==> src/rtl/jump_physics_sequencer_pkg.sv <==
// Shared types and default geometry for the jump physics sequencer.
//  game_state_t : externally visible game state (IDLE/PLAY/OVER)
//  seq_state_t  : per-frame update sequence
//  DEF_*        : default geometry/physics constants used as parameter defaults
//  sat_s11      : clamp a 12-bit signed value into the 11-bit signed player_y range
package jump_physics_sequencer_pkg;

    typedef enum logic [1:0] {
        GS_IDLE = 2'd0,
        GS_PLAY = 2'd1,
        GS_OVER = 2'd2
    } game_state_t;

    typedef enum logic [2:0] {
        SEQ_WAIT,
        SEQ_MOVE,
        SEQ_SCAN,
        SEQ_SCROLL,
        SEQ_CHECK
    } seq_state_t;

    localparam int DEF_NUM_PLAT    = 8;
    localparam int DEF_SCREEN_H    = 480;
    localparam int DEF_START_Y     = 400;
    localparam int DEF_JUMP_V      = -12;
    localparam int DEF_GRAVITY     = 1;
    localparam int DEF_MAX_FALL    = 15;
    localparam int DEF_PLAYER_W    = 32;
    localparam int DEF_PLAYER_H    = 32;
    localparam int DEF_PLAT_W      = 64;
    localparam int DEF_SCROLL_LINE = 160;

    function automatic logic signed [10:0] sat_s11(input logic signed [11:0] v);
        if (v > 12'sd1023) begin
            return 11'sd1023;
        end else if (v < -12'sd1024) begin
            return -11'sd1024;
        end else begin
            return v[10:0];
        end
    endfunction

endpackage

==> src/rtl/jump_physics_sequencer_if.sv <==
// Platform RAM read bus.
//  plat_rd_en : read strobe (master -> RAM)
//  plat_addr  : platform index (master -> RAM)
//  plat_x     : platform left edge, valid 1 cycle after plat_rd_en (RAM -> master)
//  plat_y     : platform top, valid 1 cycle after plat_rd_en (RAM -> master)
interface jump_physics_sequencer_if
    import jump_physics_sequencer_pkg::*;
#(
    parameter int ADDR_W = $clog2(DEF_NUM_PLAT)
);
    logic              plat_rd_en;
    logic [ADDR_W-1:0] plat_addr;
    logic [9:0]        plat_x;
    logic [8:0]        plat_y;

    modport master (output plat_rd_en, output plat_addr, input plat_x, input plat_y);
    modport slave  (input plat_rd_en, input plat_addr, output plat_x, output plat_y);
endinterface

==> src/rtl/jump_physics_sequencer_landing_check.sv <==
// Combinational landing test of the player against one platform.
//  falling  : player was moving down before this frame's velocity update
//  y_prev   : player top before the move;  player_y : player top after the move
//  player_x : player left edge;  plat_x/plat_y : platform left edge / top
//  hit      : player's bottom edge crossed the platform top this frame with
//             horizontal overlap
module jump_physics_sequencer_landing_check
    import jump_physics_sequencer_pkg::*;
#(
    parameter int PLAYER_W = DEF_PLAYER_W,
    parameter int PLAYER_H = DEF_PLAYER_H,
    parameter int PLAT_W   = DEF_PLAT_W
) (
    input  logic               falling,
    input  logic signed [10:0] y_prev,
    input  logic signed [10:0] player_y,
    input  logic        [9:0]  player_x,
    input  logic        [9:0]  plat_x,
    input  logic        [8:0]  plat_y,
    output logic               hit
);
    // One extra bit of headroom so that edge + size sums never wrap.
    localparam logic signed [11:0] PH12 = 12'(PLAYER_H);
    localparam logic signed [11:0] PW12 = 12'(PLAYER_W);
    localparam logic signed [11:0] LW12 = 12'(PLAT_W);

    logic signed [11:0] bot_prev;
    logic signed [11:0] bot_now;
    logic signed [11:0] py12;
    logic signed [11:0] px12;
    logic signed [11:0] ux12;

    assign bot_prev = {y_prev[10], y_prev} + PH12;
    assign bot_now  = {player_y[10], player_y} + PH12;
    assign py12     = $signed({3'b000, plat_y});
    assign px12     = $signed({2'b00, plat_x});
    assign ux12     = $signed({2'b00, player_x});

    assign hit = falling
              && (bot_prev <= py12) && (bot_now >= py12)
              && (ux12 + PW12 > px12) && (ux12 < px12 + LW12);
endmodule

==> src/rtl/jump_physics_sequencer.sv <==
// Per-frame game-logic sequencer: steps vertical physics, scans the platform
// table for a landing, scrolls the world and tracks game state and score.
//  clk, rst       : clock, synchronous active-high reset
//  frame_tick     : 1-cycle pulse per frame;  button_any : start request
//  player_x       : player left edge
//  plat_bus       : platform RAM read bus (1-cycle read latency)
//  player_y/vel_y : player top edge / vertical velocity (signed, +down)
//  scroll_valid/scroll_dy : 1-cycle scroll pulse and amount
//  game_state, score, busy, frame_overrun (sticky)
module jump_physics_sequencer
    import jump_physics_sequencer_pkg::*;
#(
    parameter int NUM_PLAT    = DEF_NUM_PLAT,
    parameter int SCREEN_H    = DEF_SCREEN_H,
    parameter int START_Y     = DEF_START_Y,
    parameter int JUMP_V      = DEF_JUMP_V,
    parameter int GRAVITY     = DEF_GRAVITY,
    parameter int MAX_FALL    = DEF_MAX_FALL,
    parameter int PLAYER_W    = DEF_PLAYER_W,
    parameter int PLAYER_H    = DEF_PLAYER_H,
    parameter int PLAT_W      = DEF_PLAT_W,
    parameter int SCROLL_LINE = DEF_SCROLL_LINE
) (
    input  logic                     clk,
    input  logic                     rst,
    input  logic                     frame_tick,
    input  logic                     button_any,
    input  logic               [9:0] player_x,
    jump_physics_sequencer_if.master plat_bus,
    output logic signed       [10:0] player_y,
    output logic signed        [5:0] vel_y,
    output logic                     scroll_valid,
    output logic               [7:0] scroll_dy,
    output logic               [1:0] game_state,
    output logic              [15:0] score,
    output logic                     busy,
    output logic                     frame_overrun
);
    localparam int                      ADDR_W     = $clog2(NUM_PLAT);
    localparam logic [ADDR_W-1:0]       LAST_IDX   = ADDR_W'(NUM_PLAT - 1);
    localparam logic signed [10:0]      START_Y11  = 11'(START_Y);
    localparam logic signed [10:0]      SCREEN_H11 = 11'(SCREEN_H);
    localparam logic signed [10:0]      PLAYER_H11 = 11'(PLAYER_H);
    localparam logic signed [10:0]      SCROLL_11  = 11'(SCROLL_LINE);
    localparam logic signed [11:0]      SCROLL_12  = 12'(SCROLL_LINE);
    localparam logic signed [5:0]       JUMP_V6    = 6'(JUMP_V);
    localparam logic signed [6:0]       GRAVITY7   = 7'(GRAVITY);
    localparam logic signed [6:0]       MAX_FALL7  = 7'(MAX_FALL);

    seq_state_t         seq_state_reg, seq_state_next;
    game_state_t        game_state_reg, game_state_next;
    logic signed [10:0] player_y_reg, player_y_next;
    logic signed [10:0] y_prev_reg, y_prev_next;
    logic signed [5:0]  vel_y_reg, vel_y_next;
    logic               falling_reg, falling_next;
    logic [ADDR_W-1:0]  issue_idx_reg, issue_idx_next;
    logic               issue_done_reg, issue_done_next;
    logic               scroll_valid_reg, scroll_valid_next;
    logic [7:0]         scroll_dy_reg, scroll_dy_next;
    logic [15:0]        score_reg, score_next;
    logic               overrun_reg, overrun_next;
    // Read-latency tracking: which address the current RAM data belongs to.
    logic               beat_valid_reg;
    logic [ADDR_W-1:0]  beat_idx_reg;

    logic               rd_en;
    logic               hit;
    logic signed [11:0] y_ext;
    logic signed [11:0] y_sum;
    logic signed [6:0]  vel_sum;
    logic signed [5:0]  vel_clamped;
    logic signed [11:0] scroll_gap;
    logic [7:0]         dy_sat;
    logic [16:0]        score_sum;
    logic signed [10:0] land_y;

    assign rd_en       = (seq_state_reg == SEQ_SCAN) && !issue_done_reg;
    assign y_ext       = {player_y_reg[10], player_y_reg};
    assign y_sum       = y_ext + {{6{vel_y_reg[5]}}, vel_y_reg};
    assign vel_sum     = {vel_y_reg[5], vel_y_reg} + GRAVITY7;
    // Clamp in 7 bits before truncating back to the 6-bit velocity.
    assign vel_clamped = (vel_sum > MAX_FALL7) ? MAX_FALL7[5:0] : vel_sum[5:0];
    assign scroll_gap  = SCROLL_12 - y_ext;
    assign dy_sat      = (scroll_gap > 12'sd255) ? 8'hFF : scroll_gap[7:0];
    assign score_sum   = {1'b0, score_reg} + {9'd0, dy_sat};
    assign land_y      = $signed({2'b00, plat_bus.plat_y}) - PLAYER_H11;

    jump_physics_sequencer_landing_check #(
        .PLAYER_W(PLAYER_W),
        .PLAYER_H(PLAYER_H),
        .PLAT_W  (PLAT_W)
    ) u_landing (
        .falling (falling_reg),
        .y_prev  (y_prev_reg),
        .player_y(player_y_reg),
        .player_x(player_x),
        .plat_x  (plat_bus.plat_x),
        .plat_y  (plat_bus.plat_y),
        .hit     (hit)
    );

    always_ff @(posedge clk) begin
        if (rst) begin
            seq_state_reg    <= SEQ_WAIT;
            game_state_reg   <= GS_IDLE;
            player_y_reg     <= START_Y11;
            y_prev_reg       <= START_Y11;
            vel_y_reg        <= '0;
            falling_reg      <= 1'b0;
            issue_idx_reg    <= '0;
            issue_done_reg   <= 1'b0;
            scroll_valid_reg <= 1'b0;
            scroll_dy_reg    <= '0;
            score_reg        <= '0;
            overrun_reg      <= 1'b0;
            beat_valid_reg   <= 1'b0;
            beat_idx_reg     <= '0;
        end else begin
            seq_state_reg    <= seq_state_next;
            game_state_reg   <= game_state_next;
            player_y_reg     <= player_y_next;
            y_prev_reg       <= y_prev_next;
            vel_y_reg        <= vel_y_next;
            falling_reg      <= falling_next;
            issue_idx_reg    <= issue_idx_next;
            issue_done_reg   <= issue_done_next;
            scroll_valid_reg <= scroll_valid_next;
            scroll_dy_reg    <= scroll_dy_next;
            score_reg        <= score_next;
            overrun_reg      <= overrun_next;
            beat_valid_reg   <= rd_en;
            beat_idx_reg     <= issue_idx_reg;
        end
    end

    always_comb begin
        seq_state_next    = seq_state_reg;
        game_state_next   = game_state_reg;
        player_y_next     = player_y_reg;
        y_prev_next       = y_prev_reg;
        vel_y_next        = vel_y_reg;
        falling_next      = falling_reg;
        issue_idx_next    = issue_idx_reg;
        issue_done_next   = issue_done_reg;
        scroll_valid_next = 1'b0;
        scroll_dy_next    = scroll_dy_reg;
        score_next        = score_reg;
        overrun_next      = overrun_reg;

        // Includes a tick landing in CHECK: that frame is dropped, not queued.
        if (frame_tick && (seq_state_reg != SEQ_WAIT)) begin
            overrun_next = 1'b1;
        end

        case (seq_state_reg)
            SEQ_WAIT: begin
                if (frame_tick) begin
                    if (game_state_reg == GS_PLAY) begin
                        seq_state_next = SEQ_MOVE;
                    end else if (button_any) begin
                        game_state_next = GS_PLAY;
                        player_y_next   = START_Y11;
                        vel_y_next      = JUMP_V6;
                        score_next      = '0;
                    end
                end
            end
            SEQ_MOVE: begin
                y_prev_next     = player_y_reg;
                player_y_next   = sat_s11(y_sum);
                vel_y_next      = vel_clamped;
                falling_next    = (vel_y_reg > 6'sd0);
                issue_idx_next  = '0;
                issue_done_next = 1'b0;
                seq_state_next  = SEQ_SCAN;
            end
            SEQ_SCAN: begin
                if (rd_en) begin
                    if (issue_idx_reg == LAST_IDX) begin
                        issue_done_next = 1'b1;
                    end else begin
                        issue_idx_next = issue_idx_reg + 1'b1;
                    end
                end
                // Leaving SCAN on a hit drops rd_en; the beat still in flight
                // arrives during SCROLL and is never examined.
                if (beat_valid_reg) begin
                    if (hit) begin
                        player_y_next  = land_y;
                        vel_y_next     = JUMP_V6;
                        seq_state_next = SEQ_SCROLL;
                    end else if (beat_idx_reg == LAST_IDX) begin
                        seq_state_next = SEQ_SCROLL;
                    end
                end
            end
            SEQ_SCROLL: begin
                if (player_y_reg < SCROLL_11) begin
                    scroll_dy_next    = dy_sat;
                    scroll_valid_next = 1'b1;
                    player_y_next     = SCROLL_11;
                    score_next        = score_sum[16] ? 16'hFFFF : score_sum[15:0];
                end
                seq_state_next = SEQ_CHECK;
            end
            SEQ_CHECK: begin
                if (player_y_reg >= SCREEN_H11) begin
                    game_state_next = GS_OVER;
                end
                seq_state_next = SEQ_WAIT;
            end
            default: seq_state_next = SEQ_WAIT;
        endcase
    end

    assign plat_bus.plat_rd_en = rd_en;
    assign plat_bus.plat_addr  = issue_idx_reg;
    assign player_y            = player_y_reg;
    assign vel_y               = vel_y_reg;
    assign scroll_valid        = scroll_valid_reg;
    assign scroll_dy           = scroll_dy_reg;
    assign game_state          = game_state_reg;
    assign score               = score_reg;
    assign busy                = (seq_state_reg != SEQ_WAIT);
    assign frame_overrun       = overrun_reg;
endmodule

==> src/flat_wrapper.sv <==
// flat-port wrapper written by rule: the top's interface ports become plain ports
module jump_physics_sequencer_flat import jump_physics_sequencer_pkg::*;
#(
    parameter int NUM_PLAT    = DEF_NUM_PLAT,
    parameter int SCREEN_H    = DEF_SCREEN_H,
    parameter int START_Y     = DEF_START_Y,
    parameter int JUMP_V      = DEF_JUMP_V,
    parameter int GRAVITY     = DEF_GRAVITY,
    parameter int MAX_FALL    = DEF_MAX_FALL,
    parameter int PLAYER_W    = DEF_PLAYER_W,
    parameter int PLAYER_H    = DEF_PLAYER_H,
    parameter int PLAT_W      = DEF_PLAT_W,
    parameter int SCROLL_LINE = DEF_SCROLL_LINE
)
  (clk, rst, frame_tick, button_any, player_x, player_y, vel_y, scroll_valid, scroll_dy, game_state, score, busy, frame_overrun, plat_bus_plat_rd_en, plat_bus_plat_addr, plat_bus_plat_x, plat_bus_plat_y);
  jump_physics_sequencer_if #(.ADDR_W(3)) plat_bus_i ();
  input  logic clk;
  input  logic rst;
  input  logic frame_tick;
  input  logic button_any;
  input  logic               [9:0] player_x;
  output logic signed       [10:0] player_y;
  output logic signed        [5:0] vel_y;
  output logic scroll_valid;
  output logic               [7:0] scroll_dy;
  output logic               [1:0] game_state;
  output logic              [15:0] score;
  output logic busy;
  output logic frame_overrun;
  output wire logic [$bits(plat_bus_i.plat_rd_en)-1:0] plat_bus_plat_rd_en;
  output wire logic [$bits(plat_bus_i.plat_addr)-1:0] plat_bus_plat_addr;
  input wire logic [$bits(plat_bus_i.plat_x)-1:0] plat_bus_plat_x;
  input wire logic [$bits(plat_bus_i.plat_y)-1:0] plat_bus_plat_y;
  assign plat_bus_plat_rd_en = plat_bus_i.plat_rd_en;
  assign plat_bus_plat_addr = plat_bus_i.plat_addr;
  assign plat_bus_i.plat_x = plat_bus_plat_x;
  assign plat_bus_i.plat_y = plat_bus_plat_y;
  jump_physics_sequencer #(.NUM_PLAT(NUM_PLAT), .SCREEN_H(SCREEN_H), .START_Y(START_Y), .JUMP_V(JUMP_V), .GRAVITY(GRAVITY), .MAX_FALL(MAX_FALL), .PLAYER_W(PLAYER_W), .PLAYER_H(PLAYER_H), .PLAT_W(PLAT_W), .SCROLL_LINE(SCROLL_LINE)) u_core (.clk(clk), .rst(rst), .frame_tick(frame_tick), .button_any(button_any), .player_x(player_x), .plat_bus(plat_bus_i), .player_y(player_y), .vel_y(vel_y), .scroll_valid(scroll_valid), .scroll_dy(scroll_dy), .game_state(game_state), .score(score), .busy(busy), .frame_overrun(frame_overrun));
endmodule
==> config.mk <==
export PLATFORM = sky130hd
export DESIGN_NAME = jump_physics_sequencer_flat
export DESIGN_NICKNAME = d
export VERILOG_FILES = /design/src/rtl/jump_physics_sequencer_pkg.sv /design/src/rtl/jump_physics_sequencer_if.sv /design/src/rtl/jump_physics_sequencer_landing_check.sv /design/src/rtl/jump_physics_sequencer.sv /design/src/flat_wrapper.sv
export SDC_FILE = /design/constraint.sdc
export NUM_CORES = 1
export LEC_CHECK = 0
export CORE_ASPECT_RATIO = 1.75
export CORE_MARGIN = 2
export CORE_UTILIZATION = 33
export CTS_CLUSTER_SIZE = 16
export DETAILED_ROUTE_END_ITERATION = 12
export GPL_TIMING_DRIVEN = 0
export PLACE_DENSITY = 0.5
export SLEW_MARGIN = 0
export SYNTH_ARGS = -nofsm -noshare
export SYNTH_HDL_FRONTEND = slang
export SYNTH_SLANG_ARGS = --single-unit
==> constraint.sdc <==
create_clock -name clk -period 9.49 [get_ports clk]
set_input_delay 0.949 -clock clk [delete_from_list [all_inputs] [get_ports clk]]
set_output_delay 0.949 -clock clk [all_outputs]
set_load 0.01 [all_outputs]
# Word-level counts from Yosys, hierarchy flattened
# Index checks and enable logic that the tools add are counted.
[totals]
reg_bits = 68
inputBits = 33
out_inout_bits = 50
word_cells = 119
[op_classes]
n_addsub = 10
order_cmp = 11
eq_ne = 19
n_mux = 41
n_bitwise = 1
n_reduce_logical = 23
[ops]
columns = ["operator", "count"]
rows = [
  ["$mux W11", 8],
  ["$mux W16", 5],
  ["$pmux W11 S4", 1],
  ["$mux W6", 6],
  ["$pmux W16 S2", 1],
  ["$add A11 B7 Y12 const B", 2],
  ["$mux W3", 7],
  ["$pmux W6 S3", 1],
  ["$add A16 B8 Y17", 1],
  ["$add A11 B6 Y12", 1],
  ["$ge A12 B10 Y1", 1],
  ["$gt A12 B11 Y1 const B", 1],
  ["$gt A12 B9 Y1 const B", 1],
  ["$le A12 B10 Y1", 1],
  ["$lt A12 B11 Y1 const B", 1],
  ["$ne A2 B2 Y1 const B", 6],
  ["$pmux W3 S4", 1],
  ["$sub A9 B11 Y12 const A", 1],
  ["$add A10 B6 Y11 const B", 1],
  ["$add A10 B7 Y11 const B", 1],
  ["$ge A11 B10 Y1 const B", 1],
  ["$gt A11 B10 Y1", 1],
  ["$lt A10 B11 Y1", 1],
  ["$lt A11 B9 Y1 const B", 1],
  ["other kinds (31)", 53],
]

# Logic depth before layout (Yosys ltp)
[depth]
ltp_word = 9
depth_mapped = 20
mapped_depth_nobuf = 20

# Hierarchy
# Synthesis repeated with hierarchy kept, for this count alone.
[unflattened]
cells_unflattened = 661
area_unflattened_um2 = 5163.7
[modules_own_cells]
columns = ["mod", "n_inst", "cells_per_inst", "area_per_inst_um2", "seq_area_each_um2"]
rows = [
  ["jump_physics_sequencer", 1, 517, 4091.4, 1361.3],
  ["jump_physics_sequencer_landing_check", 1, 144, 1072.3, 0.0],
]

# Worst setup path before layout
# OpenSTA, ideal clock, no wires.
[synth_path]
kind = "register to register"
startpoint = "reg u_core.player_y_reg[2], in the netlist u_core.player_y[2]"
endpoint = "reg u_core.score_reg[5], in the netlist u_core.score[5]"
setup_time_ns = 0.071
arrival_time_ns = 3.829
required_ns = 9.419
slack_ns = 5.591
stages_incl_launch_ff = 20
path_buffers = 0
period_less_slack_ns = 3.899
cell_sequence = "dfxtp_1 -> nor3_1 -> and3_1 -> a21oi_1 -> nor2_1 -> a31oi_1 -> o2bb2ai_1 -> inv_1 -> nand2_1 -> ha_1 -> inv_1 -> fa_1 -> nor2b_1 -> o21ai_0 -> a21boi_0 -> o21ai_0 -> a21o_1 -> nor3_1 -> o21ai_0 -> a21oi_1"
[synth_between]
elab_chain_cells = 7
elab_cells_between_ends = 10
cone_classes = "add/sub (2); order compare (2); eq/ne (1); mux (4); reduce/logical (1)"
[synth_rtl]
columns = ["element", "line", "text"]
rows = [
  ["start: declaration", "jump_physics_sequencer.sv:52", "logic signed [10:0] player_y_reg, player_y_next;"],
  ["start signal: assignment", "jump_physics_sequencer.sv:121", "player_y_reg <= player_y_next;"],
  ["$sub A9 B11 Y12", "jump_physics_sequencer.sv:83", "assign scroll_gap = SCROLL_12 - y_ext;"],
  ["$gt A12 B9 Y1", "jump_physics_sequencer.sv:84", "assign dy_sat = (scroll_gap > 12'sd255) ? 8'hFF : scroll_gap[7:0];"],
  ["$mux W8", "jump_physics_sequencer.sv:84", ""],
  ["net u_core.dy_sat[0]", "jump_physics_sequencer.sv:73", "logic [7:0] dy_sat;"],
  ["$add A16 B8 Y17", "jump_physics_sequencer.sv:85", "assign score_sum = {1'b0, score_reg} + {9'd0, dy_sat};"],
  ["$mux W16", "jump_physics_sequencer.sv:202", "score_next = score_sum[16] ? 16'hFFFF : score_sum[15:0];"],
  ["$mux W16", "jump_physics_sequencer.sv:198", "if (player_y_reg < SCROLL_11) begin"],
  ["$pmux W16 S2", "jump_physics_sequencer.sv:155", "case (seq_state_reg)"],
  ["end signal: assignment", "jump_physics_sequencer.sv:129", "score_reg <= score_next;"],
  ["end: declaration", "jump_physics_sequencer.sv:60", "logic [15:0] score_reg, score_next;"],
]
# The timed path passes the listed nets, and every way through them passes these cells. The select of a mux whose other input is x is not followed.
# A chain may end at the register's enable or synchronous reset.

# Worst setup path in the final report
# Ends and elaborated chain as after synthesis.

==> flow_metrics.py <==
metrics = {
    "critical_path": {
        "worst_path_maximum_fanout": 9,
        "timing.critical_path.arrival_ps": 5290,
        "criticalPathCategory": "flip-flop to flip-flop",
        "timing.critical_path.from_type": "flip-flop",
        "critical_path.startpoint": "u_core.player_y[2]",
        "setup.worst_path.end_class": "flip-flop",
        "worstReg2RegStart": "u_core.player_y[2]",
        "required_ps": 9760,
    },
    "timing": {
        "tightest_slew_ps": 1011,
        "fin_crit_sh": 0.5293,
        "total_of_endpoints_with_negative_setup_slack_in_the_final_report": 0,
        "grt_setup_unrepaired": "no",
        "relative_slew_slack": 0.3211,
        "fmax_ghz": 0.1991,
        "slew_violations": 0,
        "hold_viol_final": 0,
        "worst_slack_ps": 4467,
        "fin_tns_setup_ps": 0,
        "clock_skew_ps": 11.28,
        "timing.final.crit_period_ps": 5023,
        "holdWs_ps": 456.9,
    },
    "grt": {
        "grt_use_met3": 0.02560,
        "globalRouteMet2Util": 0.3907,
        "global_route.peak_usage_layer": "met2",
        "grt_use_total": 0.2006,
        "met1_resource_use_gr": 0.2084,
        "grt_pass1_vias": 5129,
        "antenna_violations_before_repair": 0,
        "wire_length_of_the_first_global_routing_pass_mm": 26.54,
        "grt_remaining_overflow": 0,
        "grt_max_degree": 16,
    },
    "logic_synthesis": {
        "async_reset_ff_frac": 0,
        "synth.yosys.warnings": 0,
        "netlist_area_before_placement_sq_mm": 0.005294,
        "synth_nets": 771,
        "synth.most_common_cell": "dfxtp_1",
        "synth-seq-area-share": 0.2571,
        "netlist_instances": 670,
        "dominant_cells_by_area_after_synthesis": "dfxtp_1, ha_1, a21oi_1, nand2_1, o21ai_0",
        "avgSynthCellArea_sq_um": 7.901,
        "synth-edff-count": 0,
        "dominantRegCellSynth": "dfxtp_1",
        "synth_common_cells": "dfxtp_1, nand2_1, ha_1",
        "synth_area_leader_cell": "dfxtp_1",
        "ys_ff_latch": 68,
        "synth_cell_types": 74,
        "post-synth-top-area-fraction": 0.2571,
    },
    "cts": {
        "clkTransAtPathRegs_ps": 60,
        "clock_tree.buffer_depth": 2,
        "cts_sinks": 68,
        "cts_buf_count": 9,
        "cts_resized": 0,
        "postCtsHoldBufs": 0,
        "tritoncts_clock_tree": "done",
        "worst_skew_pair.late_latency_ps": 340,
        "htree_depth": 3,
        "cts_root_buf": "clkbuf_16",
        "cts_setup_buffers": 0,
    },
    "cells_and_area": {
        "largest_reg_flops": 16,
        "num-fill-cells": 1608,
        "antenna-diode-count": 0,
        "nNetsFinal": 864,
        "final_layout_size_suffix_gt1_frac": 0.06901,
        "layout-area-overhead-vs-synth_pct": 26.09,
    },
    "status": {
        "status": "complete, no violations",
    },
    "run": {
        "max_cap_viol": 0,
    },
    "placement": {
        "numPortBuffers": 82,
        "detailed_place_hpwl_mm": 13.68,
        "gp_congestion": 0.8939,
        "dpl_worst_slack_ps": 4531,
    },
    "routing": {
        "route.detailed.vias_per_inst": 5.508,
        "postRouteAntennaNets": 0,
        "drtPass1Iterations": 4,
        "wirelength_mm": 17.00,
        "detail_route.iter0.violations": 188,
        "post-route-drc-count": 0,
        "route.detailed.wl_per_inst_microns": 17.76,
        "dr_total_vias": 5271,
    },
    "power": {
        "vdd_drop_max_mv": 0.06213,
        "p_per_area_mw_per_mm2": 125.2,
        "static-leakage-power_nw": 2.743,
    },
    "hold_path": {
        "timing.hold.worst.start": "u_core.y_prev_reg[0]",
        "class_of_the_worst_hold_path": "flip-flop to flip-flop",
    },
    "floorplan": {
        "number_of_cell_rows": 61,
        "floorplan.core_area_sq_mm": 0.01580,
        "chipHeight_microns": 171.6,
        "die_ar_sq_mm": 0.01711,
        "io-pin-count": 83,
        "floorplan.initialDensity": 0.3351,
        "die_width_microns": 99.75,
    },
}
## cell usage in the layout (no fill, tap or decap), types with 4 or more instances in the layout
cell	netlist	layout
o211ai_1	9	9
and3_1	8	8
nand4_1	9	9
nor2_1	50	50
nor3_1	21	21
nor2b_1	10	10
clkdlybuf4s50_1	0	82
o21ai_0	43	43
a21oi_1	53	53
clkbuf_16	0	9
xor2_1	7	7
a221oi_1	7	7
or2_2	6	6
a21o_1	8	8
nand3_1	28	28
ha_1	66	66
dfxtp_1	68	68
o2bb2ai_1	6	6
a31oi_1	16	16
buf_2	7	7
o21a_1	6	6
o21ai_1	4	4
nand2_1	67	67
inv_1	52	52
clkbuf_1	10	10
xnor2_1	24	24
## area by class of cell
| type | count | area [sq um] | area share |
|---|---|---|---|
| multi-input cells | 525 | 3623 | 0.5428 |
| flip-flops and latches | 68 | 1361 | 0.2039 |
| clock inverters | 7 | 98.84 | 0.01481 |
| plain buffers | 23 | 106.4 | 0.01593 |
| repair buffers | 82 | 820.8 | 0.1230 |
| well taps | 189 | 236.5 | 0.03543 |
| inverters | 54 | 202.7 | 0.03037 |
| clock buffers | 9 | 225.2 | 0.03374 |
## worst paths after layout
kind	cells after the start	slack, ps	to
setup / recovery	19	4470	u_core.score[5]
hold / removal	2	460	u_core.y_prev_reg[0]
setup reg to reg	19	4470	u_core.score[5]
hold reg to reg	2	460	u_core.y_prev_reg[0]
## cell families after synthesis
group | Yosys count | synth area share
AND/OR/NAND/NOR | 222 | 0.2030
AO/OA/AOI/OAI | 201 | 0.2609
buffers and inverters | 77 | 0.05838
adder cells (fa/ha/maj) | 68 | 0.1636
flip-flops | 68 | 0.2572
XOR/XNOR | 31 | 0.05129
multiplexers | 3 | 0.005673
## critical path: stages (launching register included)
cell and delay [ps]:
dfxtp_1 470, nor3_1 370, and3_1 240, a21oi_1 130, nor2_1 120, a31oi_1 90, o2bb2ai_1 460, inv_1 220
nand2_1 140, ha_1 170, inv_1 50, fa_1 400, nor2b_1 120, o21ai_0 100, a21boi_0 260, o21ai_0 180
a21o_1 270, nor3_1 740, o21ai_0 240, a21oi_1 170
## per-stage QoR
stage / cells / util / power [W] / area (sq um)
2_1_floorplan: 670 / - / 0.0004098 / 5294
4_1_cts: 957 / 0.4225 / 0.0008411 / 6675
5_1_grt: 957 / 0.4225 / 0.0008707 / 6675
3_5_place_dp: 941 / 0.4020 / 0.0004697 / 6351
3_3_place_gp: 941 / 0.4020 / 0.0004675 / 6351
6_report: 957 / 0.4225 / 0.0008357 / 6675
## power breakdown
group          leakage, nW  internal, W  total [W]  switching, W
combinational         2.04    0.0000723   0.000166     0.0000932
clock                0.156     0.000231   0.000371      0.000140
sequential           0.550     0.000290   0.000299    0.00000874
## routing by layer
metal,share of wire,vias to the layer above
li1,-,2629
met1,0.39,2488
met2,0.54,123
met3,0.032,31
met4,0.033,0
met5,0,-
No activity file was read; power rests on OpenSTA's default activity.
